--- config.mk ---
export PLATFORM = sky130hd
export DESIGN_NAME = wide_add_sequencer
export DESIGN_NICKNAME = d
export VERILOG_FILES = /design/src/rtl/wide_add_sequencer.sv
export SDC_FILE = /design/constraint.sdc
export NUM_CORES = 1
export LEC_CHECK = 0
export CORE_UTILIZATION = 45
export CTS_CLUSTER_SIZE = 16
export DETAILED_ROUTE_END_ITERATION = 10
export GPL_ROUTABILITY_DRIVEN = 0
export GPL_TIMING_DRIVEN = 0
export PLACE_DENSITY_LB_ADDON = 0.2
export SLEW_MARGIN = 20
export SYNTH_ARGS = -nofsm -noshare
export SYNTH_HDL_FRONTEND = slang
export SYNTH_SLANG_ARGS = --single-unit
--- constraint.sdc ---
create_clock -name clk -period 2.7 [get_ports clk]
set_input_delay 0.27 -clock clk [delete_from_list [all_inputs] [get_ports clk]]
set_output_delay 0.27 -clock clk [all_outputs]
set_load 0.02 [all_outputs]
--- src/rtl/wide_add_sequencer.sv ---
// Multi-cycle W = M*N bit adder built from one M-bit carry-skip adder.
// Chunks are processed LSB first, with the carry held in a register between chunks.

module carry_skip_adder #(
  parameter int m = 4
) (
  input  logic [m-1:0] a,
  input  logic [m-1:0] b,
  input  logic         cin,
  output logic [m-1:0] sum,
  output logic         cout,
  output logic         prop_all
);

  logic [m-1:0] p;
  logic [m-1:0] g;
  logic         c;

  // NOTE: every output of an always_comb is assigned before any branch can skip it,
  // so no latch can be inferred; the blocking '=' chains c from bit to bit.
  always_comb begin
    p        = a ^ b;
    g        = a & b;
    c        = cin;
    sum      = '0;
    for (int i = 0; i < m; i++) begin
      sum[i] = p[i] ^ c;
      c      = g[i] | (p[i] & c);
    end
    prop_all = &p;
    // When every bit propagates, cin bypasses the ripple chain.
    cout     = prop_all ? cin : c;
  end

endmodule

module wide_add_sequencer #(
  parameter int M = 4,
  parameter int N = 4,
  localparam int W  = M * N,
  localparam int CW = $clog2(N + 1)
) (
  input  logic          clk,
  input  logic          rst,
  input  logic          in_valid,
  output logic          in_ready,
  input  logic [W-1:0]  a,
  input  logic [W-1:0]  b,
  input  logic          cin,
  output logic          out_valid,
  input  logic          out_ready,
  output logic [W-1:0]  sum,
  output logic          cout,
  output logic [CW-1:0] skip_cnt
);

  localparam int IW = (N > 1) ? $clog2(N) : 1;

  typedef enum logic [1:0] {
    S_IDLE,
    S_RUN,
    S_DONE
  } state_e;

  state_e        state_q,     state_d;
  logic [W-1:0]  a_q,         a_d;
  logic [W-1:0]  b_q,         b_d;
  logic          carry_q,     carry_d;
  logic [IW-1:0] idx_q,       idx_d;
  logic [W-1:0]  sum_q,       sum_d;
  logic          cout_q,      cout_d;
  logic [CW-1:0] skip_cnt_q,  skip_cnt_d;
  logic          in_ready_q,  in_ready_d;
  logic          out_valid_q, out_valid_d;

  logic [M-1:0]  chunk_a;
  logic [M-1:0]  chunk_b;
  logic [M-1:0]  chunk_sum;
  logic          chunk_cout;
  logic          chunk_skip;

  assign chunk_a = a_q[int'(idx_q) * M +: M];
  assign chunk_b = b_q[int'(idx_q) * M +: M];

  carry_skip_adder #(.m(M)) u_adder (
    .a        (chunk_a),
    .b        (chunk_b),
    .cin      (carry_q),
    .sum      (chunk_sum),
    .cout     (chunk_cout),
    .prop_all (chunk_skip)
  );

  always_comb begin
    state_d     = state_q;
    a_d         = a_q;
    b_d         = b_q;
    carry_d     = carry_q;
    idx_d       = idx_q;
    sum_d       = sum_q;
    cout_d      = cout_q;
    skip_cnt_d  = skip_cnt_q;
    in_ready_d  = in_ready_q;
    out_valid_d = out_valid_q;

    case (state_q)
      S_IDLE: begin
        // in_ready is high throughout IDLE, so in_valid alone marks an accept.
        if (in_valid) begin
          a_d        = a;
          b_d        = b;
          carry_d    = cin;
          idx_d      = '0;
          sum_d      = '0;
          skip_cnt_d = '0;
          in_ready_d = 1'b0;
          state_d    = S_RUN;
        end
      end

      S_RUN: begin
        sum_d[int'(idx_q) * M +: M] = chunk_sum;
        carry_d = chunk_cout;
        if (chunk_skip) begin
          skip_cnt_d = skip_cnt_q + CW'(1);
        end
        if (idx_q == IW'(N - 1)) begin
          cout_d      = chunk_cout;
          out_valid_d = 1'b1;
          state_d     = S_DONE;
        end else begin
          idx_d = idx_q + IW'(1);
        end
      end

      S_DONE: begin
        if (out_ready) begin
          out_valid_d = 1'b0;
          in_ready_d  = 1'b1;
          state_d     = S_IDLE;
        end
      end

      default: begin
        out_valid_d = 1'b0;
        in_ready_d  = 1'b1;
        state_d     = S_IDLE;
      end
    endcase
  end

  // NOTE: sequential state uses non-blocking '<=' so every flop samples pre-edge values.
  always_ff @(posedge clk) begin
    if (rst) begin
      state_q     <= S_IDLE;
      carry_q     <= 1'b0;
      idx_q       <= '0;
      sum_q       <= '0;
      cout_q      <= 1'b0;
      skip_cnt_q  <= '0;
      in_ready_q  <= 1'b1;
      out_valid_q <= 1'b0;
    end else begin
      state_q     <= state_d;
      carry_q     <= carry_d;
      idx_q       <= idx_d;
      sum_q       <= sum_d;
      cout_q      <= cout_d;
      skip_cnt_q  <= skip_cnt_d;
      in_ready_q  <= in_ready_d;
      out_valid_q <= out_valid_d;
    end
  end

  // NOTE: operand registers are deliberately left without reset; they are always
  // reloaded on accept before being read, so a reset would only add routing.
  always_ff @(posedge clk) begin
    a_q <= a_d;
    b_q <= b_d;
  end

  assign in_ready  = in_ready_q;
  assign out_valid = out_valid_q;
  assign sum       = sum_q;
  assign cout      = cout_q;
  assign skip_cnt  = skip_cnt_q;

endmodule
; Word level (Yosys, flattened, before mapping)
; Index checks and enable logic that the tools add are counted.
[word_totals]
word_cells = 74
in_bits = 37
output_inout_bits = 22
register_bits = 59
[op_classes]
n_shift = 4
bitwise = 16
n_eq_ne = 8
mux = 22
addsub = 3
reduce_logical = 11
[op_table]
columns = cell, count
row1 = 4-bit negator with 33-bit output, 1
row2 = "4-bit by 33-bit variable shift with 16-bit output, first input constant", 1
row3 = 4-bit by 33-bit variable part select with 16-bit output, 1
row4 = 16-bit one-hot mux with 2 select lines, 1
row5 = 16-bit by 5-bit variable part select with 4-bit output, 2
row6 = 16-bit bitwise mux, 1
row7 = 16-bit 2-to-1 mux, 1
row8 = 3-bit AND reduction, 5
row9 = 2-bit 2-to-1 mux, 5
row10 = "2-bit inequality test, second input constant", 5
row11 = 1-bit 2-to-1 mux, 6
row12 = 3-bit 2-to-1 mux, 2
row13 = 1-bit one-hot mux with 3 select lines, 2
row14 = 2-bit one-hot mux with 3 select lines, 1
row15 = 3-bit one-hot mux with 2 select lines, 1
row16 = 2-bit AND reduction, 3
row17 = 1-bit bitwise AND, 4
row18 = 4-bit bitwise AND, 1
row19 = "2-bit equality test, second input constant", 2
row20 = 1-bit bitwise OR, 4
row21 = 2-bit one-hot mux with 2 select lines, 1
row22 = 4-bit AND reduction, 1
row23 = 1-bit XOR, 4
row24 = 4-bit XOR, 1
row25 = 7 further kinds, 8

; Longest topological paths before layout
[logic_depth]
word_depth = 12
depth_mapped = 10
ltp_nobuf = 9

; Cells and area by module
; A second synthesis with hierarchy kept.
[unflattened]
cells_unflattened = 185
area_unflattened_um2 = 2661.3
[by_module_without_submodules]
columns = module, cells_per_inst, n_inst, seq_area_each_um2, area_per_inst_um2
row1 = wide_add_sequencer, 166, 1, 1501.4, 2476.1
row2 = carry_skip_adder, 19, 1, 0.0, 185.2

; Worst setup path after synthesis
; OpenSTA, ideal clock, no wires.
[synth_path]
path_type = register to register
start = register idx_q[0]
end = register sum_q[11] (netlist: sum[11])
arrival_ns = 2.757
required_ns = 2.583
period_less_slack_ns = 2.874
setup_ns = 0.117
n_path_buf = 1
path_stages_with_launch = 10
path_slack_ns = -0.174
cell_sequence = dfxtp_1 buf_2 mux4_2 fa_1 inv_1 fa_1 fa_1 inv_1 fa_1 a22o_1
[synth_between]
elab_chain_len = 12
elab_cells_between_ends = 19
classes_between = add/sub: 1 / shift: 4 / mux: 2 / bitwise: 12
[synth_lines]
columns = element, line
row1 = "start, declared", 69  ; logic [IW-1:0] idx_q, idx_d;
row2 = "start signal, assigned", 166  ; idx_q <= idx_d;
row3 = "16-bit by 5-bit variable part select with 4-bit output, on equally long branches", "82, 83"
row4 = 4-bit XOR, 22  ; p = a ^ b;
row5 = 1-bit bitwise AND, 28  ; c = g[i] | (p[i] & c);
row6 = 1-bit bitwise OR, 28
row7 = 1-bit bitwise AND, 28
row8 = 1-bit bitwise OR, 28
row9 = 1-bit bitwise AND, 28
row10 = 1-bit bitwise OR, 28
row11 = 1-bit XOR, 27  ; sum[i] = p[i] ^ c;
row12 = 4-bit by 33-bit variable part select with 16-bit output, 122  ; sum_d[int'(idx_q) * M +: M] = chunk_sum;
row13 = 16-bit bitwise mux (*), 122
row14 = 16-bit one-hot mux with 2 select lines (*), 106  ; case (state_q)
row15 = "end signal, assigned", 167  ; sum_q <= sum_d;
row16 = "end, declared", 70  ; logic [W-1:0] sum_q, sum_d;
; Every way passes the cells marked *; elsewhere a longest branch is shown, timed or not.
; A chain may end at the register's enable or synchronous reset.

; Final worst setup path
[layout_path]
start = register idx_q[0]
end = register sum_q[15] (netlist: sum[15])
; The elaborated chain is that of the path after synthesis.

==> results_dict.tcl <==
set metrics [dict create \
    status "completed" \
    antenna_found_initial 0 \
    clock_path_buffers 2 \
    clkPwrFrac_pct 34.7 \
    die_area_um2 5920 \
    nets 303 \
    cts-root-buf "clkbuf_8" \
    ys.flop_type "edfxtp_1" \
    fin_skew_ps 8.28 \
    avgSynthCellArea_um2 14.0 \
    syn_nets 231 \
    rsz0062_at_grt "yes" \
    power.share.sequential_pct 50.1 \
    drv_cap 0 \
    p_total_uw 2020 \
    hp-start "rst" \
    netSwitchingPower_uw 486 \
    dieHeight_um 76.9 \
    cts_tree "built" \
    start_util_pct 47.9 \
    synth_top_area_share_pct 38.0 \
    htreeDepth 3 \
    worstHoldPathCells 3 \
    setup_violations 0 \
    ys_seq_elements 59 \
    irDropWorstVdd_v 0.000465 \
    r2r_end "sum[15]" \
    rows 26 \
    area_growth_pct 36.4 \
    worst_pin_slew_ps 653 \
    grt_max_degree 34 \
    clkTransAtPathRegs_ps 70 \
    drv_slew 0 \
    worstSkewPairLatency_ps 330 \
    comb_power_share_pct 15.3 \
    critPathKind "reg -> reg" \
    ys_seq_area_share_pct 59.4 \
    synth_top_area_cell "edfxtp_1" \
    grt_pass1_vias 1671 \
    tns_ps 0 \
    cp_max_fo 4 \
    numCtsBuffers 9 \
    ant_nets 0 \
    synth_warnings 0 \
    worstHoldEndpoint "sum[6]" \
    crit_path_start_kind "flip-flop" \
    min_period_ps 2660 \
    drcViolationCount 0 \
    ys_top_cells_by_area "edfxtp_1, dfxtp_1, mux4_2" \
    routed_via_density 5.34 \
    placed_area_um2 3190 \
    fp.dieW_um 76.9 \
    io_pins 59 \
    swShare_pct 24.0 \
    diodes 0 \
    ys_types 43 \
    period_share_pct 98.6 \
    final_area_um2 3450 \
    drive_gt1_share_pct 18.6 \
    hold_class "in -> reg" \
    overflow 0 \
    cellPowerDensity_nw_per_um2 587 \
    cts.sinks 59 \
    async_reset_ff_share_pct 0 \
    p_leak_uw 0.00123 \
    reg2reg_slack_ps 40 \
    core_area_um2 5270 \
    detail_route.iter0.violations 91 \
    synth_area_um2 2530 \
    rr_startpoint "idx_q[0]" \
    p_int_uw 1540 \
    worstPathArrival_ps 2880 \
    reg2reg_depth 9 \
    grt_usage_pct 17.8 \
    synth_edf_count 32 \
    first_pass_iters 4 \
    fmax_mhz 375 \
    wl_um 4760 \
    dpl.hpwl_um 3350 \
    syn_inst 181 \
    port_buffers 57 \
    slew_headroom_pct 56.4 \
    grt_pass1_wl_um 7880 \
    hold_buffers 0 \
    vias 1752 \
    whs_ps 307 \
    wl_per_cell_um 14.5 \
    end_kind "flip-flop" \
    critPathRequiredTime_ps 2910 \
    final-hold-violation-count 0 \
]
==> final cells by class <==
type	instances	area [um^2]
flip-flops and latches	59	1510
fillers	440	1820
plain buffers	8	68.8
inverters	14	52.6
repair buffers	61	601
multi-input cells	100	957
clock buffers	14	163
well taps	70	87.6
clock inverters	2	10.0
==> cell families after synthesis <==
group | synth area share (%)
muxes | 9.46
and+or+nand+nor | 7.93
buffers and inverters | 3.81
DFF | 59.4
adders and majority gates | 7.63
AOI/OAI and AO/OA | 11.7
==> state kept, by name, summed over array words and instances, names as in the netlist <==
name	cells
cout	1
a_q	16
out_valid	1
state_q	2
sum	16
skip_cnt	3
idx_q	2
b_q	16
carry_q	1
in_ready	1
==> synthesized netlist by cell type, types with 2 or more instances <==
| library cell | n |
|---|---|
| nand2_1 | 2 |
| nor3_1 | 2 |
| o2bb2ai_1 | 8 |
| mux4_2 | 7 |
| clkbuf_1 | 2 |
| nand3_1 | 4 |
| fa_1 | 4 |
| o21ai_0 | 3 |
| nand3b_1 | 2 |
| or3_1 | 4 |
| edfxtp_1 | 32 |
| a31oi_1 | 2 |
| a22o_1 | 8 |
| nor2b_1 | 2 |
| and3_1 | 3 |
| inv_1 | 14 |
| a21oi_1 | 11 |
| dfxtp_1 | 27 |
| ha_1 | 9 |
| nor2_1 | 3 |
| mux2_2 | 4 |
| nand4_1 | 2 |
| buf_2 | 5 |
| nand2b_1 | 2 |
==> critical path, stage by stage (launching register included) <==
cell and delay (ps):
dfxtp_4 360, buf_12 100, mux4_2 530, fa_2 370
inv_2 60, fa_2 190, fa_2 190, inv_2 40
fa_2 480, a22o_1 230
==> power groups by stage <==
| stage | clock [uW] | combinational (uW) | sequential [uW] |
|---|---|---|---|
| floorplan | 0 | 157 | 1040 |
| global placement | 0 | 276 | 1030 |
| detailed placement | 0 | 277 | 1030 |
| CTS | 715 | 296 | 1010 |
| global route | 766 | 341 | 1020 |
| finish | 701 | 308 | 1010 |
==> cell usage in the layout (no fill, tap or decap), types with 3 or more instances in the layout <==
cell type / instances
clkdlybuf4s50_1: 57
edfxtp_1: 32
dfxtp_1: 25
clkbuf_8: 12
inv_1: 11
a21oi_1: 11
ha_1: 9
o2bb2ai_1: 8
a22o_1: 8
mux4_2: 7
buf_2: 4
clkbuf_1: 4
mux2_2: 4
nand3_1: 4
or3_1: 4
fa_2: 4
buf_4: 4
inv_2: 3
nor2_1: 3
o21ai_0: 3
and3_1: 3
==> through the flow <==
step,util [%],instances,worst slack (ps)
3_3_place_gp,60.6,308,-243
3_5_place_dp,60.6,308,-232
2_1_floorplan,-,181,6.79
5_1_grt,65.4,328,-59.6
6_report,65.4,328,36.7
4_1_cts,64.8,327,8.62
==> per-layer routing <==
layer	routed length [um]	part of all wire, %	up-vias	global-route usage (%)
li1	-	-	842	-
met4	67	1.4	0	8.65
met1	2170	46	839	23.4
met2	2280	48	64	26.7
met5	0	0	-	0
met3	243	5.1	7	5.36
==> repair_timing <==
| action | in CTS | in global routing |
|---|---|---|
| gates resized for setup | 8 | 7 |
| endpoints found under the setup margin | 6 | 6 |
| pin swaps | 1 | 5 |
| setup buffers | 3 | 1 |
==> worst max-delay path by stage <==
stage	startpoint	to	depth (start not counted)
finish	idx_q[0]	sum[15]	9
global route	idx_q[0]	sum[7]	9
CTS	idx_q[0]	cout	10
detailed placement	idx_q[0]	cout	10
global placement	idx_q[0]	cout	10
floorplan	idx_q[0]	sum[11]	9
Power figures use the tool's default switching activity.
